$ cat config.mk
export PLATFORM = sky130hd
export DESIGN_NAME = mod_counter
export DESIGN_NICKNAME = d
export VERILOG_FILES = /design/src/rtl/mod_counter.sv
export SDC_FILE = /design/constraint.sdc
export NUM_CORES = 1
export LEC_CHECK = 0
export BUFFER_PORTS_ARGS = -buffer_cell sky130_fd_sc_hd__buf_2
export CAP_MARGIN = 20
export CELL_PAD_IN_SITES_DETAIL_PLACEMENT = 1
export CELL_PAD_IN_SITES_GLOBAL_PLACEMENT = 1
export CORE_ASPECT_RATIO = 1.5
export CORE_MARGIN = 5
export CORE_UTILIZATION = 41
export DETAILED_ROUTE_END_ITERATION = 12
export PLACE_DENSITY = 0.87
export SLEW_MARGIN = 20
export SYNTH_ARGS = -nofsm -noshare
export SYNTH_HDL_FRONTEND = slang
export SYNTH_SLANG_ARGS = --single-unit
$ cat constraint.sdc
create_clock -name clk -period 4.87 [get_ports clk]
set_input_delay 0.974 -clock clk [delete_from_list [all_inputs] [get_ports clk]]
set_output_delay 0.974 -clock clk [all_outputs]
set_load 0.05 [all_outputs]
$ cat src/rtl/mod_counter.sv
// Modulo-N time-field counter with up/down counting, validated parallel load,
// registered wrap carry, registered BCD digits and an enable-gated read-back bus.
module mod_counter #(
  parameter int WIDTH     = 6,
  parameter int MODULUS   = 60,
  parameter int RESET_VAL = 0
) (
  input  logic             clk,
  input  logic             clear_n,
  input  logic             load,
  input  logic [WIDTH-1:0] data,
  input  logic             tick,
  input  logic             up_down,
  input  logic             enable,
  output logic [WIDTH-1:0] count,
  output logic [WIDTH-1:0] databus,
  output logic             carry,
  output logic             load_err,
  output logic [3:0]       bcd_tens,
  output logic [3:0]       bcd_ones
);

  localparam logic [WIDTH:0]   MOD_EXT   = (WIDTH+1)'(MODULUS);
  localparam logic [WIDTH:0]   MOD_MAX   = (WIDTH+1)'(MODULUS - 1);
  localparam logic [WIDTH-1:0] RST_COUNT = WIDTH'(RESET_VAL);
  localparam logic [3:0]       RST_TENS  = 4'(RESET_VAL / 10);
  localparam logic [3:0]       RST_ONES  = 4'(RESET_VAL % 10);

  logic [WIDTH-1:0] count_q, count_d;
  logic             carry_q, carry_d;
  logic             load_err_q, load_err_d;
  logic [3:0]       tens_q, tens_d;
  logic [3:0]       ones_q, ones_d;
  logic [WIDTH:0]   count_ext;
  logic [WIDTH:0]   data_ext;
  logic [7:0]       next_wide;

  assign count_ext = {1'b0, count_q};
  assign data_ext  = {1'b0, data};

  // NOTE: every output of this block gets a default first, so no path can
  // leave a variable unassigned and infer a latch.
  always_comb begin
    count_d    = count_q;
    carry_d    = 1'b0;
    load_err_d = 1'b0;
    if (load) begin
      if (data_ext < MOD_EXT) count_d = data;
      else                    load_err_d = 1'b1;
    end else if (tick) begin
      // Wrap is found by comparison against the range ends, never by overflow;
      // an out-of-range value self-corrects to zero without a carry.
      if (count_ext >= MOD_EXT) begin
        count_d = '0;
      end else if (up_down) begin
        if (count_ext == MOD_MAX) begin
          count_d = '0;
          carry_d = 1'b1;
        end else begin
          count_d = WIDTH'(count_ext + 1'b1);
        end
      end else begin
        if (count_ext == '0) begin
          count_d = MOD_MAX[WIDTH-1:0];
          carry_d = 1'b1;
        end else begin
          count_d = WIDTH'(count_ext - 1'b1);
        end
      end
    end
  end

  // Digits come from the next value so they land on the same edge as count.
  assign next_wide = 8'(count_d);
  assign tens_d    = 4'(next_wide / 8'd10);
  assign ones_d    = 4'(next_wide % 8'd10);

  // NOTE: state registers use non-blocking assignments so every flop samples
  // the pre-edge values regardless of statement order.
  always_ff @(posedge clk) begin
    if (!clear_n) begin
      count_q    <= RST_COUNT;
      carry_q    <= 1'b0;
      load_err_q <= 1'b0;
      tens_q     <= RST_TENS;
      ones_q     <= RST_ONES;
    end else begin
      count_q    <= count_d;
      carry_q    <= carry_d;
      load_err_q <= load_err_d;
      tens_q     <= tens_d;
      ones_q     <= ones_d;
    end
  end

  assign count    = count_q;
  assign carry    = carry_q;
  assign load_err = load_err_q;
  assign bcd_tens = tens_q;
  assign bcd_ones = ones_q;
  assign databus  = count_q & {WIDTH{enable}};

endmodule

== Yosys cells after proc, flatten, opt, wreduce, memory -nomap -nowiden ==
Index checks and enable logic that the tools add are counted.

* Mux-type cells: 11
* Divide/modulo/power cells: 2
* Reduce and logical (&&, ||, !) cells: 3
* Equal/unequal tests: 1
* Bitwise gates (word level): 3
* Add/sub/neg operators: 2
* $lt $le $gt $ge: 2

{| class="wikitable"
|+ Operators with widths
! kind !! number
|-
| 6-bit 2-to-1 mux || 7
|-
| 6-bit by 4-bit divider with 8-bit output (second input constant) || 1
|-
| 6-bit by 4-bit modulo with 8-bit output (second input constant) || 1
|-
| 7-bit zero test || 1
|-
| 6-bit by 1-bit adder with 6-bit output (second input constant) || 1
|-
| 6-bit AND || 1
|-
| 6-bit equality test (second input constant) || 1
|-
| 6-bit >= comparator (second input constant) || 1
|-
| 6-bit less-than comparator (second input constant) || 1
|-
| 6-bit by 1-bit subtractor with 6-bit output (second input constant) || 1
|-
| 1-bit 2-to-1 mux || 4
|-
| 4-bit OR reduction || 1
|-
| 1-bit NOT || 2
|-
| 2-bit AND reduction || 1
|}

* Word-level logic and storage cells: 29
* Bits in registers: 16
* Output and inout port bits: 22
* Input bits: 12

== Logic depth before layout (Yosys ltp) ==
* Depth after elaboration: 7
* Gate-level depth with buffers: 14

== Least setup slack after synthesis ==
No wires, ideal clock.

* Path kind: reg-to-reg
* From: register count_q[0] (netlist: count[0])
* To: register ones_q[3] (netlist: bcd_ones[3])
* Data arrival time: 3.151 ns
* Stages on the path, launching flop included: 14
* Buffers on the path: 1
* Library setup time: 0.086 ns
* Path slack: 1.633 ns
* Clock period less this slack: 3.237 ns
* Cells stage by stage: dfxtp_1 > clkbuf_2 > inv_1 > ha_1 > or3b_2 > a21oi_1 > o31a_1 > o21a_1 > nand2_1 > mux2i_1 > a21oi_1 > ha_1 > o31a_1 > a221oi_2

* Longest elaborated chain between the ends: 7
* Elaborated cells on any way between the ends: 13
* Classes of those cells: 2 x add/sub; 1 x div; 1 x order compare; 1 x eq/ne; 7 x mux; 1 x reduce/logical

{| class="wikitable"
|+ RTL lines
! what !! RTL line !! text
|-
| start, declared || 29 || <nowiki>logic [WIDTH-1:0] count_q, count_d;</nowiki>
|-
| start signal, assigned || 88 || <nowiki>count_q <= count_d;</nowiki>
|-
| 6-bit by 1-bit subtractor with 6-bit output, or another cell as far along || 67 || <nowiki>count_d = WIDTH'(count_ext - 1'b1);</nowiki>
|-
| 6-bit 2-to-1 mux (on tied branches) || 63, 56 ||
|-
| 6-bit 2-to-1 mux || 55 || <nowiki>end else if (up_down) begin</nowiki>
|-
| 6-bit 2-to-1 mux || 53 || <nowiki>if (count_ext >= MOD_EXT) begin</nowiki>
|-
| 6-bit 2-to-1 mux || 50 || <nowiki>end else if (tick) begin</nowiki>
|-
| 6-bit 2-to-1 mux * || 47 || <nowiki>if (load) begin</nowiki>
|-
| 6-bit by 4-bit modulo with 8-bit output * || 76 || <nowiki>assign ones_d = 4'(next_wide % 8'd10);</nowiki>
|-
| end signal, assigned || 92 || <nowiki>ones_q <= ones_d;</nowiki>
|-
| end, declared || 33 || <nowiki>logic [3:0] ones_q, ones_d;</nowiki>
|}

Mark *: on every way between the ends. The rest lies on a longest branch, timed or not.
A chain may end at the register's enable or synchronous reset.

== Worst setup path in the final report ==
* From: input up_down
* To: register ones_q[3] (netlist: bcd_ones[3])

* Longest elaborated chain between the ends: 5

{| class="wikitable"
|+ RTL lines
! what !! RTL line !! text
|-
| start, declared || 13 || <nowiki>input logic up_down,</nowiki>
|-
| 6-bit 2-to-1 mux || 55 ||
|-
| 6-bit 2-to-1 mux || 53 ||
|-
| 6-bit 2-to-1 mux || 50 ||
|-
| 6-bit 2-to-1 mux || 47 ||
|-
| 6-bit by 4-bit modulo with 8-bit output || 76 ||
|}

No other way between the ends.

==> impl_metrics.env <==
export IMPL_tns_ns=0
export IMPL_initial_core_util_pct=42.5
export IMPL_synth_warnings=0
export IMPL_cp_end_kind="flop"
export IMPL_yosys_mux_area_fraction_pct=3.01
export IMPL_final_common_cell="buf_2"
export IMPL_vias=1383
export IMPL_avgSynthCellArea_um2=8.15
export IMPL_hold_slack_ns=0.914
export IMPL_layout_common_cells="buf_2, dfxtp_1, nand2_1, o21ai_0, nor2_1"
export IMPL_min_to="count[1]$_SDFF_PN0_"
export IMPL_synthFlopType="dfxtp_1"
export IMPL_rr_worst_depth=13
export IMPL_cp_cell_sequence="buf_2 -> or3b_2 -> a21oi_1 -> o31a_1 -> o21a_1 -> nand2_1 -> mux2i_1 -> a21oi_1 -> ha_1 -> a21boi_1 -> o21ai_0 -> a221oi_2"
export IMPL_fillers=411
export IMPL_die_w_um=56.5
export IMPL_cts_made_buffers=3
export IMPL_antenna_cells=0
export IMPL_yosys_area_share_adder_pct=3.77
export IMPL_finalWeightedCongestion=0.953
export IMPL_grt_antenna_before_repair=0
export IMPL_gr_total_overflow=0
export IMPL_slowest_stage="or3b_2"
export IMPL_fin_crit_sh_pct=71.9
export IMPL_syn_to_final_growth_pct=13.6
export IMPL_postCtsHoldBufs=0
export IMPL_clock_sinks=14
export IMPL_syn_area_mm2=0.00133
export IMPL_cts_clk_slew_worst_paths_ns=0.05
export IMPL_synth_xor_area_share_pct=2.54
export IMPL_cp_top_family="compound AO/OA/AOI/OAI gates"
export IMPL_synth_async_reset_ratio_pct=0
export IMPL_netlist_instances=163
export IMPL_drcViolationCount=0
export IMPL_hp_class="flop to flop"
export IMPL_fmax_mhz=286
export IMPL_drt_pass1_iterations=4
export IMPL_slew_headroom_pct=63.5
export IMPL_worstPathMaxFanout=13
export IMPL_tightestPinTransition_ns=0.547
export IMPL_synth_cell_type_count=65
export IMPL_core_mm2=0.00313
export IMPL_vdd_ir_drop_max_mv=0.348
export IMPL_critPathMaxStageDelay_ns=0.46
export IMPL_worst_hold_startpoint="count[1]$_SDFF_PN0_"
export IMPL_synth_top_family_by_area="compound AO/OA/AOI/OAI gates"
export IMPL_rsz0062_at_grt="false"
export IMPL_postRouteAntennaNets=0
export IMPL_path_class="input port to flop"
export IMPL_ioPinCount=34
export IMPL_p_leak_nw=0.666
export IMPL_synthSimpleGateAreaFrac_pct=26.2
export IMPL_final_max_slew_violation_count=0
export IMPL_layout_min_cycle_time_ns=3.50
export IMPL_startpoint_type="input port"
export IMPL_grt_max_degree=20
export IMPL_dp_slack_ns=1.20
export IMPL_dpl_hpwl_mm=3.41
export IMPL_cts_resized=0
export IMPL_grt_pass1_wl_mm=7.07
export IMPL_post_cts_setup_buffers=0
export IMPL_totalWireLength_mm=4.29
export IMPL_synth_compound_area_share_pct=35.0
export IMPL_fin_skew_ns=0.00101
export IMPL_drt_first_iter_violations=79
export IMPL_crit_required_ns=5.02
export IMPL_hold_depth=2
export IMPL_rrSetupSlack_ns=1.47
export IMPL_vias_per_cell=6.09
export IMPL_seq_area_frac_synth_pct=21.1
export IMPL_rr_endpoint="bcd_ones[3]$_SDFF_PN0_"
export IMPL_rr_startpoint="count[0]$_SDFF_PN0_"
export IMPL_arrival_ns=3.65
export IMPL_crit_path_frequent_cell="a21oi_1"
export IMPL_layout_setup_ws_ns=1.37
export IMPL_synth_edf_count=0
export IMPL_nets=204
export IMPL_synth_seq_cells=14
export IMPL_grt_pass1_vias=1477
export IMPL_htreeDepth=1
export IMPL_clk_latency_ns=0.24
export IMPL_grt_usage_pct=19.4
export IMPL_power_density_mw_per_mm2=318
export IMPL_io_buffers=32
export IMPL_syn_num_nets=179
export IMPL_wire_per_inst_um=18.9
export IMPL_max_cap_violations=0
export IMPL_dieHeight_um=79.7
export IMPL_setup_violations=0
export IMPL_dieArea_mm2=0.00450
export IMPL_cts_tree="built"
export IMPL_finalHoldViolations=0
export IMPL_critPathBufInv=1
export IMPL_run_status="finished clean"
export IMPL_layout_drive_gt1_share_pct=28.3
export IMPL_num_rows=25
export IMPL_cts_root_buf="clkbuf_8"
export IMPL_max_clock_path_buffers=2
worst reg2reg max path: cells and delay by family (launching register included):
kind | cells | cell delay (ns)
AO/OA/AOI/OAI | 7 | 1.44
adder cells (fa/ha/maj) | 2 | 0.48
buffers and inverters | 1 | 0.20
flip-flops | 1 | 0.41
multiplexers | 1 | 0.15
AND/OR/NAND/NOR | 2 | 0.63
registers in the layout (all words and copies together) (netlist names):
register / flops
load_err: 1
count: 6
carry: 1
bcd_tens: 3
bcd_ones: 3
synthesized netlist by cell type (all sizes together), types with 3 or more instances:
cell | count | area share [%]
nand3 | 6 | 2.3
a211oi | 4 | 3.6
buf | 10 | 5.7
o21ai | 12 | 5.7
nand2 | 11 | 3.7
inv | 5 | 1.4
nand4 | 3 | 1.9
a31oi | 3 | 1.4
ha | 4 | 3.8
o31a | 4 | 2.6
nor2 | 10 | 3.0
and2 | 7 | 3.3
o211ai | 4 | 2.6
xnor2 | 3 | 2.5
a21oi | 9 | 3.7
and3 | 3 | 1.8
mux2i | 4 | 3.0
dfxtp | 14 | 21
nor3 | 6 | 2.3
o21a | 4 | 2.4
final cells by class:
type | instances | area [µm²] | area share, %
multi-input cells | 131 | 941 | 62.4
well taps | 40 | 50.0 | 3.32
repair buffers | 32 | 160 | 10.6
clock buffers | 4 | 55.1 | 3.65
inverters | 6 | 22.5 | 1.49
flip-flops and latches | 14 | 280 | 18.6
kinds of logic (layout without fill, tap and decap cells):
kind of cell,count (synthesis),after routing
buffers and inverters,18,42
XOR/XNOR,3,3
multiplexers,4,4
adder cells (fa/ha/maj),4,4
AND/OR/NAND/NOR,59,59
AO/OA/AOI/OAI,60,60
flip-flops,14,14
other,1,1
how the worst max path moves through the flow:
stage | startpoint | to | slack, ns | cells past startpoint
floorplan | count[0]$_SDFF_PN0_ | bcd_ones[3]$_SDFF_PN0_ | 1.63 | 13
global placement | up_down | bcd_ones[3]$_SDFF_PN0_ | 1.38 | 11
detailed placement | up_down | bcd_ones[3]$_SDFF_PN0_ | 1.20 | 12
CTS | up_down | bcd_ones[3]$_SDFF_PN0_ | 1.41 | 12
global route | up_down | bcd_ones[3]$_SDFF_PN0_ | 1.23 | 12
finish | up_down | bcd_ones[3]$_SDFF_PN0_ | 1.37 | 12
layer usage:
layer  vias up  routed length [µm]  global-route usage [%]
li1        662                   -                       -
met1       671                1570                    19.2
met2        44                2450                    38.8
met3         6                 203                    4.37
met4         0                  60                    5.46
met5         -                   0                       0
power by group:
group          internal [mW]  switching, mW  leakage, nW
Clock                 0.0714         0.0364       0.0288
Combinational         0.0713          0.156        0.521
Sequential             0.127         0.0173        0.116
Total                  0.270          0.209        0.666
metrics by stage:
stage / power, mW / cell area, µm² / util, % / cells
3_3_place_gp: 0.362 / 1450 / 46.5 / 223
2_1_floorplan: 0.323 / 1330 / - / 163
3_5_place_dp: 0.371 / 1450 / 46.5 / 223
4_1_cts: 0.481 / 1510 / 48.2 / 227
5_1_grt: 0.507 / 1510 / 48.2 / 227
6_report: 0.480 / 1510 / 48.2 / 227
Note: power is estimated with default switching activity, not from simulation.
